===== src/rtl/ex_muldiv.sv =====
// RV32M multiply/divide execution unit: iterative shift-add multiplier and restoring divider.
// Optional MULDIV_FAST_MUL_EN selects a single-cycle multiplier; division is always iterative.
module ex_muldiv #(
  parameter int XLEN  = 32,
  parameter int TAG_W = 5
) (
  input  logic             clk,
  input  logic             rst_i,
  input  logic             kill_i,
  input  logic             req_valid_i,
  output logic             req_ready_o,
  input  logic [2:0]       req_func3_i,
  input  logic [XLEN-1:0]  req_op1_i,
  input  logic [XLEN-1:0]  req_op2_i,
  input  logic [TAG_W-1:0] req_tag_i,
  output logic             resp_valid_o,
  input  logic             resp_ready_i,
  output logic [XLEN-1:0]  resp_result_o,
  output logic [TAG_W-1:0] resp_tag_o,
  output logic             busy_o
);

  localparam int CW = $clog2(XLEN);
  localparam logic [XLEN-1:0] ONE     = {{(XLEN-1){1'b0}}, 1'b1};
  localparam logic [XLEN-1:0] ALL_ONE = {XLEN{1'b1}};
  localparam logic [XLEN-1:0] MIN_NEG = {1'b1, {(XLEN-1){1'b0}}};

  typedef enum logic [1:0] {
    S_IDLE = 2'd0,
    S_BUSY = 2'd1,
    S_DONE = 2'd2
  } state_e;

  function automatic logic [XLEN-1:0] cneg(input logic [XLEN-1:0] v, input logic n);
    cneg = n ? (~v + ONE) : v;
  endfunction

  state_e            state_q;
  logic [CW-1:0]     cnt_q;
  logic [2:0]        f3_q;
  logic [XLEN-1:0]   a_q, hi_q, lo_q;
  logic              neg_q, rneg_q;
  logic              ready_q, valid_q, busy_q;
  logic [XLEN-1:0]   result_q;
  logic [TAG_W-1:0]  tag_q;

  logic              op1_signed_s, op2_signed_s, op1_neg_s, op2_neg_s;
  logic [XLEN-1:0]   op1_mag_s, op2_mag_s, spec_res_s, fin_s;
  logic              is_div_s, div_zero_s, div_ovf_s;
  logic [XLEN:0]     mul_sum_s, div_sh_s, div_diff_s;
  logic [XLEN-1:0]   step_hi_s, step_lo_s;
  logic [2*XLEN-1:0] prod_s, prod_fix_s;

  // Operand signedness from funct3: MULH/DIV/REM signed both, MULHSU signed rs1 only.
  always_comb begin
    op1_signed_s = 1'b0;
    op2_signed_s = 1'b0;
    case (req_func3_i)
      3'b001, 3'b100, 3'b110: begin
        op1_signed_s = 1'b1;
        op2_signed_s = 1'b1;
      end
      3'b010: begin
        op1_signed_s = 1'b1;
        op2_signed_s = 1'b0;
      end
      default: begin
        op1_signed_s = 1'b0;
        op2_signed_s = 1'b0;
      end
    endcase
  end

  assign op1_neg_s  = op1_signed_s & req_op1_i[XLEN-1];
  assign op2_neg_s  = op2_signed_s & req_op2_i[XLEN-1];
  assign op1_mag_s  = cneg(req_op1_i, op1_neg_s);
  assign op2_mag_s  = cneg(req_op2_i, op2_neg_s);
  assign is_div_s   = req_func3_i[2];
  assign div_zero_s = (req_op2_i == {XLEN{1'b0}});
  assign div_ovf_s  = ~req_func3_i[0] & (req_op1_i == MIN_NEG) & (req_op2_i == ALL_ONE);

  // Early-out results: divide by zero and signed overflow never enter the iteration.
  always_comb begin
    spec_res_s = {XLEN{1'b0}};
    if (div_zero_s) begin
      spec_res_s = req_func3_i[1] ? req_op1_i : ALL_ONE;
    end else begin
      spec_res_s = req_func3_i[1] ? {XLEN{1'b0}} : req_op1_i;
    end
  end

  // One iteration: hi/lo hold partial product or remainder/quotient, a_q the multiplicand/divisor.
  assign mul_sum_s  = {1'b0, hi_q} + (lo_q[0] ? {1'b0, a_q} : {(XLEN+1){1'b0}});
  assign div_sh_s   = {hi_q, lo_q[XLEN-1]};
  assign div_diff_s = div_sh_s - {1'b0, a_q};

  always_comb begin
    step_hi_s = mul_sum_s[XLEN:1];
    step_lo_s = {mul_sum_s[0], lo_q[XLEN-1:1]};
    if (f3_q[2]) begin
      step_hi_s = div_diff_s[XLEN] ? div_sh_s[XLEN-1:0] : div_diff_s[XLEN-1:0];
      step_lo_s = {lo_q[XLEN-2:0], ~div_diff_s[XLEN]};
    end else begin
      step_hi_s = mul_sum_s[XLEN:1];
      step_lo_s = {mul_sum_s[0], lo_q[XLEN-1:1]};
    end
  end

  assign prod_s     = {step_hi_s, step_lo_s};
  assign prod_fix_s = neg_q ? (~prod_s + (2*XLEN)'(1)) : prod_s;

  always_comb begin
    fin_s = {XLEN{1'b0}};
    if (f3_q[2]) begin
      fin_s = f3_q[1] ? cneg(step_hi_s, rneg_q) : cneg(step_lo_s, neg_q);
    end else if (f3_q[1:0] == 2'b00) begin
      fin_s = prod_fix_s[XLEN-1:0];
    end else begin
      fin_s = prod_fix_s[2*XLEN-1:XLEN];
    end
  end

`ifdef MULDIV_FAST_MUL_EN
  logic [2*XLEN-1:0] fa_s, fb_s, fp_s;
  logic [XLEN-1:0]   fast_res_s;
  assign fa_s       = {{XLEN{op1_neg_s}}, req_op1_i};
  assign fb_s       = {{XLEN{op2_neg_s}}, req_op2_i};
  assign fp_s       = fa_s * fb_s;
  assign fast_res_s = (req_func3_i[1:0] == 2'b00) ? fp_s[XLEN-1:0] : fp_s[2*XLEN-1:XLEN];
`endif

  // Control FSM and datapath registers; kill_i overrides every state.
  always_ff @(posedge clk or posedge rst_i) begin
    if (rst_i) begin
      state_q  <= S_IDLE;
      cnt_q    <= {CW{1'b0}};
      f3_q     <= 3'b000;
      a_q      <= {XLEN{1'b0}};
      hi_q     <= {XLEN{1'b0}};
      lo_q     <= {XLEN{1'b0}};
      neg_q    <= 1'b0;
      rneg_q   <= 1'b0;
      ready_q  <= 1'b1;
      valid_q  <= 1'b0;
      busy_q   <= 1'b0;
      result_q <= {XLEN{1'b0}};
      tag_q    <= {TAG_W{1'b0}};
    end else if (kill_i) begin
      state_q <= S_IDLE;
      cnt_q   <= {CW{1'b0}};
      ready_q <= 1'b1;
      valid_q <= 1'b0;
      busy_q  <= 1'b0;
    end else begin
      case (state_q)
        S_IDLE: begin
          if (req_valid_i) begin
            f3_q    <= req_func3_i;
            tag_q   <= req_tag_i;
            hi_q    <= {XLEN{1'b0}};
            neg_q   <= op1_neg_s ^ op2_neg_s;
            rneg_q  <= op1_neg_s;
            ready_q <= 1'b0;
            busy_q  <= 1'b1;
            if (is_div_s) begin
              a_q  <= op2_mag_s;
              lo_q <= op1_mag_s;
            end else begin
              a_q  <= op1_mag_s;
              lo_q <= op2_mag_s;
            end
            if (is_div_s && (div_zero_s || div_ovf_s)) begin
              state_q  <= S_DONE;
              valid_q  <= 1'b1;
              result_q <= spec_res_s;
`ifdef MULDIV_FAST_MUL_EN
            end else if (!is_div_s) begin
              state_q  <= S_DONE;
              valid_q  <= 1'b1;
              result_q <= fast_res_s;
`endif
            end else begin
              state_q <= S_BUSY;
              cnt_q   <= CW'(XLEN-1);
            end
          end
        end
        S_BUSY: begin
          hi_q <= step_hi_s;
          lo_q <= step_lo_s;
          if (cnt_q == {CW{1'b0}}) begin
            state_q  <= S_DONE;
            valid_q  <= 1'b1;
            result_q <= fin_s;
          end else begin
            cnt_q <= cnt_q - CW'(1);
          end
        end
        S_DONE: begin
          if (resp_ready_i) begin
            state_q <= S_IDLE;
            valid_q <= 1'b0;
            busy_q  <= 1'b0;
            ready_q <= 1'b1;
          end
        end
        default: begin
          state_q <= S_IDLE;
          valid_q <= 1'b0;
          busy_q  <= 1'b0;
          ready_q <= 1'b1;
        end
      endcase
    end
  end

  assign req_ready_o   = ready_q;
  assign resp_valid_o  = valid_q;
  assign resp_result_o = result_q;
  assign resp_tag_o    = tag_q;
  assign busy_o        = busy_q;

endmodule


===== config.mk =====
export PLATFORM = sky130hd
export DESIGN_NAME = ex_muldiv
export DESIGN_NICKNAME = d
export VERILOG_FILES = /design/src/rtl/ex_muldiv.sv
export SDC_FILE = /design/constraint.sdc
export NUM_CORES = 1
export LEC_CHECK = 0
export BUFFER_PORTS_ARGS = -buffer_cell sky130_fd_sc_hd__clkbuf_2
export CAP_MARGIN = 20
export CELL_PAD_IN_SITES_DETAIL_PLACEMENT = 1
export CELL_PAD_IN_SITES_GLOBAL_PLACEMENT = 1
export CORE_ASPECT_RATIO = 2
export CORE_MARGIN = 2
export CORE_UTILIZATION = 42
export DETAILED_ROUTE_END_ITERATION = 6
export GPL_TIMING_DRIVEN = 0
export PLACE_DENSITY_LB_ADDON = 0.1
export SYNTH_ARGS = -nofsm -noshare
export SYNTH_HDL_FRONTEND = slang
export SYNTH_SLANG_ARGS = --single-unit

===== constraint.sdc =====
create_clock -name clk -period 5.55 [get_ports clk]
set_input_delay 0.2775 -clock clk [delete_from_list [all_inputs] [get_ports clk]]
set_output_delay 0.2775 -clock clk [all_outputs]
set_load 0.05 [all_outputs]

==> out/metrics.yaml, run 1 <==
cts_buffers: 17
clk_path_buf_depth: 2
gp_congestion: 1.11
htreeDepth: 4
synth_area_mm2: 0.0165
netlist.area_leader.share_pct: 22.3
cts_sinks: 148
root_buffer: "clkbuf_16"
hpwlAfterDp_um: 78600
flow.stopped_at: "global routing"
start_util_pct: 42.6
synthesis.nets: 2425
firstError: "[ERROR GRT-0116] Global routing finished with congestion. Check the congestion regions in the DRC Viewer."
synthFlopType: "dfrtp_1"
die-height_um: 284
status: "did not finish"
synth-seq-cells: 148
yosysTopAreaCell: "dfrtp_1"
avgSynthCellArea_um2: 7.24
yosysWarnings: 0
io_buffers: 115
fp.dieW_um: 144
dp_cells: 2914
synth_area_leaders: "dfrtp_1 (22%), o21ai_0 (7.6%), a21oi_1 (7.2%), nand2_1 (6.3%), ha_1 (5.4%)"
grt_first_pass_wirelength_um: 156000
grt_overflow: 3
syn_inst: 2275
yosys.cell_types.count: 102
rows: 102
grt_usage_pct: 52.2
synth-async-reset-ratio_pct: 100
synth_edf_count: 0
yosysSeqAreaShare_pct: 22.5
grt_pass1_vias: 22900
grt_max_degree: 101
boundaryPins: 117
==> stage by stage <==
stage               instance area [µm²]  setup WS, ps
CTS                               19300         -55.7
detailed placement                17800         -3340
global placement                  17700         -3190
floorplan                         16500          41.1
==> layer usage <==
metal  GRT overflow  GRT usage (%)
met5              0           1.13
met1              0           49.9
met4              2           55.8
met3              0           19.0
met2              1           81.5
==> Yosys cell counts (18+ instances only) <==
cell type	count
nand3_1	47
or3_1	21
nand2_1	276
a21oi_1	237
xor2_1	69
nor4_1	26
o21a_1	20
o21ai_0	250
o211ai_1	18
a21o_1	22
xnor2_1	95
clkbuf_1	96
inv_1	78
a211oi_1	27
mux2i_1	48
nor3_1	64
nor2_1	211
o31ai_1	24
and2_1	41
nand4_1	26
buf_2	21
a31oi_1	34
dfrtp_1	147
ha_1	71
==> cell families after synthesis <==
family                     Yosys count  synth area share [%]
and+or+nand+nor                    812                  23.6
buffers and inverters              213                  5.15
adders and majority gates           73                  5.63
AOI/OAI and AO/OA                  801                  30.4
DFF                                148                  22.5
muxes                               64                  4.01
xor gates and xnor gates           164                  8.71
==> what timing repair did <==
item	4_1_cts
setup buffers	45
hold buffers	2
hold endpoints to repair	48
setup endpoints to repair	38
pin swaps	32
gates resized for setup	149
==> run 2, diff against run 1 <==
Settings changed: CELL_PAD_IN_SITES_DETAIL_PLACEMENT 1 to unset, CELL_PAD_IN_SITES_GLOBAL_PLACEMENT 1 to unset, CORE_ASPECT_RATIO 2 to unset, CORE_UTILIZATION 42 to 40, PLACE_DENSITY_LB_ADDON 0.1 to 0.15.
Clock period 5.55 ns to 7.21 ns, I/O delays scaled along.
==> run 2 against run 1 <==
  * The flow now finishes, with violations (hold timing)
  * Area after synthesis is the same
  * Synthesized cell count stayed put
==> out/metrics.yaml, run 2 <==
cp_top_family: "simple AND/OR/NAND/NOR gates"
syn_inst: 2275
grt_overflow: 0
synth-async-reset-ratio_pct: 100
cts_sinks: 148
yosysWarnings: 0
core_mm2: 0.0407
layout_commonest_cell: "nand2_1"
postCtsHoldBufs: 0
grt_pass1_vias: 17600
finalClockSkew_ps: 18.1
slew_viol_final: 0
drive_gt1_share_pct: 10.1
irDropWorstVdd_mv: 0.220
synth_area_leaders: "dfrtp_1 (22%), o21ai_0 (7.6%), a21oi_1 (7.2%), nand2_1 (6.3%), ha_1 (5.4%)"
yosys.cell_types.count: 102
path_buf_inv: 4
finalCritPeriodShare_pct: 96.4
worst_pin_slew_ps: 1160
total_power_mw: 7.38
critPathKind: "flop to flop"
hp-class: "input port to asynchronous set/reset pin"
die_area_mm2: 0.0428
htreeDepth: 4
netlist.area_leader.share_pct: 22.3
final.fill_count: 4327
clk_latency_ps: 500
synthFlopType: "dfrtp_1"
avgSynthCellArea_um2: 7.24
synthToLayoutAreaGrowth_pct: 11.8
ant_nets: 0
min_period_ps: 6950
synthAdderAreaFrac_pct: 5.63
synthXorXnorAreaFrac_pct: 8.71
grt_usage_pct: 39.3
status: "finished with violations"
yosysTopAreaCell: "dfrtp_1"
synth-simple-area-share_pct: 23.6
synthesis.nets: 2425
grt_max_degree: 77
crit_cells: 25
grt_first_pass_wirelength_um: 121000
die-height_um: 207
detail_route.iter0.violations: 2477
cp.arrival_ps: 7330
boundaryPins: 117
synth.most_common_cell: "nand2_1"
path_clk_slew_ps: 80
synth_area_mm2: 0.0165
setup_viol: 0
layout_common_cells: "nand2_1 (276), o21ai_0 (249), a21oi_1 (237)"
hold_slack_ps: -29.5
yosysSeqAreaShare_pct: 22.5
cp_slowest_cell: "o41ai_1"
muxShareOfSynthArea_pct: 4.01
synth_common_cells: "nand2_1 (276), o21ai_0 (250), a21oi_1 (237)"
violations: "hold timing"
fp.dieW_um: 207
gp_congestion: 1.02
synth-compound-area-share_pct: 30.4
drc: 0
synth_edf_count: 0
first_pass_iters: 6
vias: 19200
synth-seq-cells: 148
cp_max_fo: 24
cts_setup_buffers: 0
wl_um: 84200
design_area_mm2: 0.0184
antennaDiodeCount: 0
routedWlPerCell_um: 28.5
synth_top_family_by_area: "compound AO/OA/AOI/OAI gates"
hpwlAfterDp_um: 69300
critPathCaptureType: "flop"
slew_headroom_pct: 22.2
rsz0062_at_grt: "no"
root_buffer: "clkbuf_16"
crit_top_cell: "nand3_1"
cts_tree: "yes"
hold_violations: 27
cp-start-kind: "flop"
vias_per_cell: 6.49
io_buffers: 115
clk_path_buf_depth: 2
p_per_area_mw_per_mm2: 400
antenna_found_initial: 2
maxCapViolCount: 0
p_leak_nw: 7.56
rr_worst_depth: 25
cts_buffers: 17
rows: 74
placed_cell_area_mm2: 0.0178
slowest_delay_ps: 520
nNetsFinal: 2561
max_freq_mhz: 144
cp.required_ps: 7590
start_util_pct: 40.5
[run 2: path summary, 6_finish.rpt]
| kind | from | end | slack (ps) |
|---|---|---|---|
| max | lo_q[31]$_DFFE_PP0P_ | resp_result_o[24]$_DFFE_PP0P_ | 260 |
| min in group clk | resp_ready_i | state_q[1]$_DFFE_PP0P_ | 80 |
| max in group asynchronous | rst_i | req_ready_o$_DFFE_PP1P_ | 6320 |
| min reg2reg | resp_result_o[1]$_DFFE_PP0P_ | resp_result_o[1]$_DFFE_PP0P_ | 480 |
| min | rst_i | resp_tag_o[0]$_DFFE_PP0P_ | -30 |
| max reg2reg | lo_q[31]$_DFFE_PP0P_ | resp_result_o[24]$_DFFE_PP0P_ | 260 |
[run 2: report_power, final]
part | internal, mW | leakage, nW | switching, mW | total, mW
Combinational | 1.47 | 5.38 | 3.51 | 4.98
Sequential | 1.07 | 1.88 | 0.362 | 1.44
Clock | 0.476 | 0.303 | 0.487 | 0.962
[run 2: logic make-up after synthesis]
| logic type | count (synthesis) |
|---|---|
| AO/OA/AOI/OAI | 801 |
| XOR/XNOR | 164 |
| adder cells (fa/ha/maj) | 73 |
| buffers and inverters | 213 |
| flip-flops | 148 |
| multiplexers | 64 |
| AND/OR/NAND/NOR | 812 |
[run 2: worst register-to-register path, stage by stage (launching register included)]
cell and delay [ps]:
dfrtp_1 380, inv_1 210, ha_1 220, inv_1 50, fa_1 420, a211oi_1 330, o211ai_1 190, nand3_1 310
a21oi_4 160, or3_1 350, buf_6 140, nand2_4 290, o21ai_1 240, inv_1 140, ha_1 220, o211ai_1 170
o21bai_1 230, or2_2 370, nor4_2 340, nand3_1 220, nor3_4 410, nand3_1 320, o41ai_1 520, xnor2_1 230
nand3_1 110, a32o_1 270
[run 2: through the flow]
stage          TNS (ps)  setup WS, ps  utilization [%]  cells
2_1_floorplan         0          1620                -   2275
3_3_place_gp     -12170         -1240             43.5   2922
3_5_place_dp     -12690         -1300             43.6   2927
4_1_cts               0           154             45.2   2956
5_1_grt               0          81.4             45.2   2956
6_report              0           257             45.2   2956
[run 2: repair_timing]
action / 4_1_cts / 5_1_grt
cloned: 0 / 0
resized for setup: 5 / 2
setup endpoints to repair: 16 / 9
[run 2: final cells by class]
class / instances / area, µm² / area share (%)
buffer: 130 / 541 / 2.93
sequential: 148 / 3700 / 20.1
inverter: 79 / 302 / 1.64
multi-input combinational: 1914 / 12000 / 64.9
timing repair buffer: 121 / 633 / 3.44
clock buffer: 17 / 425 / 2.31
clock inverter: 15 / 201 / 1.09
tap: 532 / 666 / 3.61
[run 2: metal layers]
metal,GRT usage [%],share of wire (%),vias to the layer above
met5,0,0.015,-
met4,18.0,4.9,2
met3,9.18,9.8,201
met2,59.3,43,1077
met1,53.1,42,9292
li1,-,-,8617
Note: power is estimated with default switching activity, not from simulation.
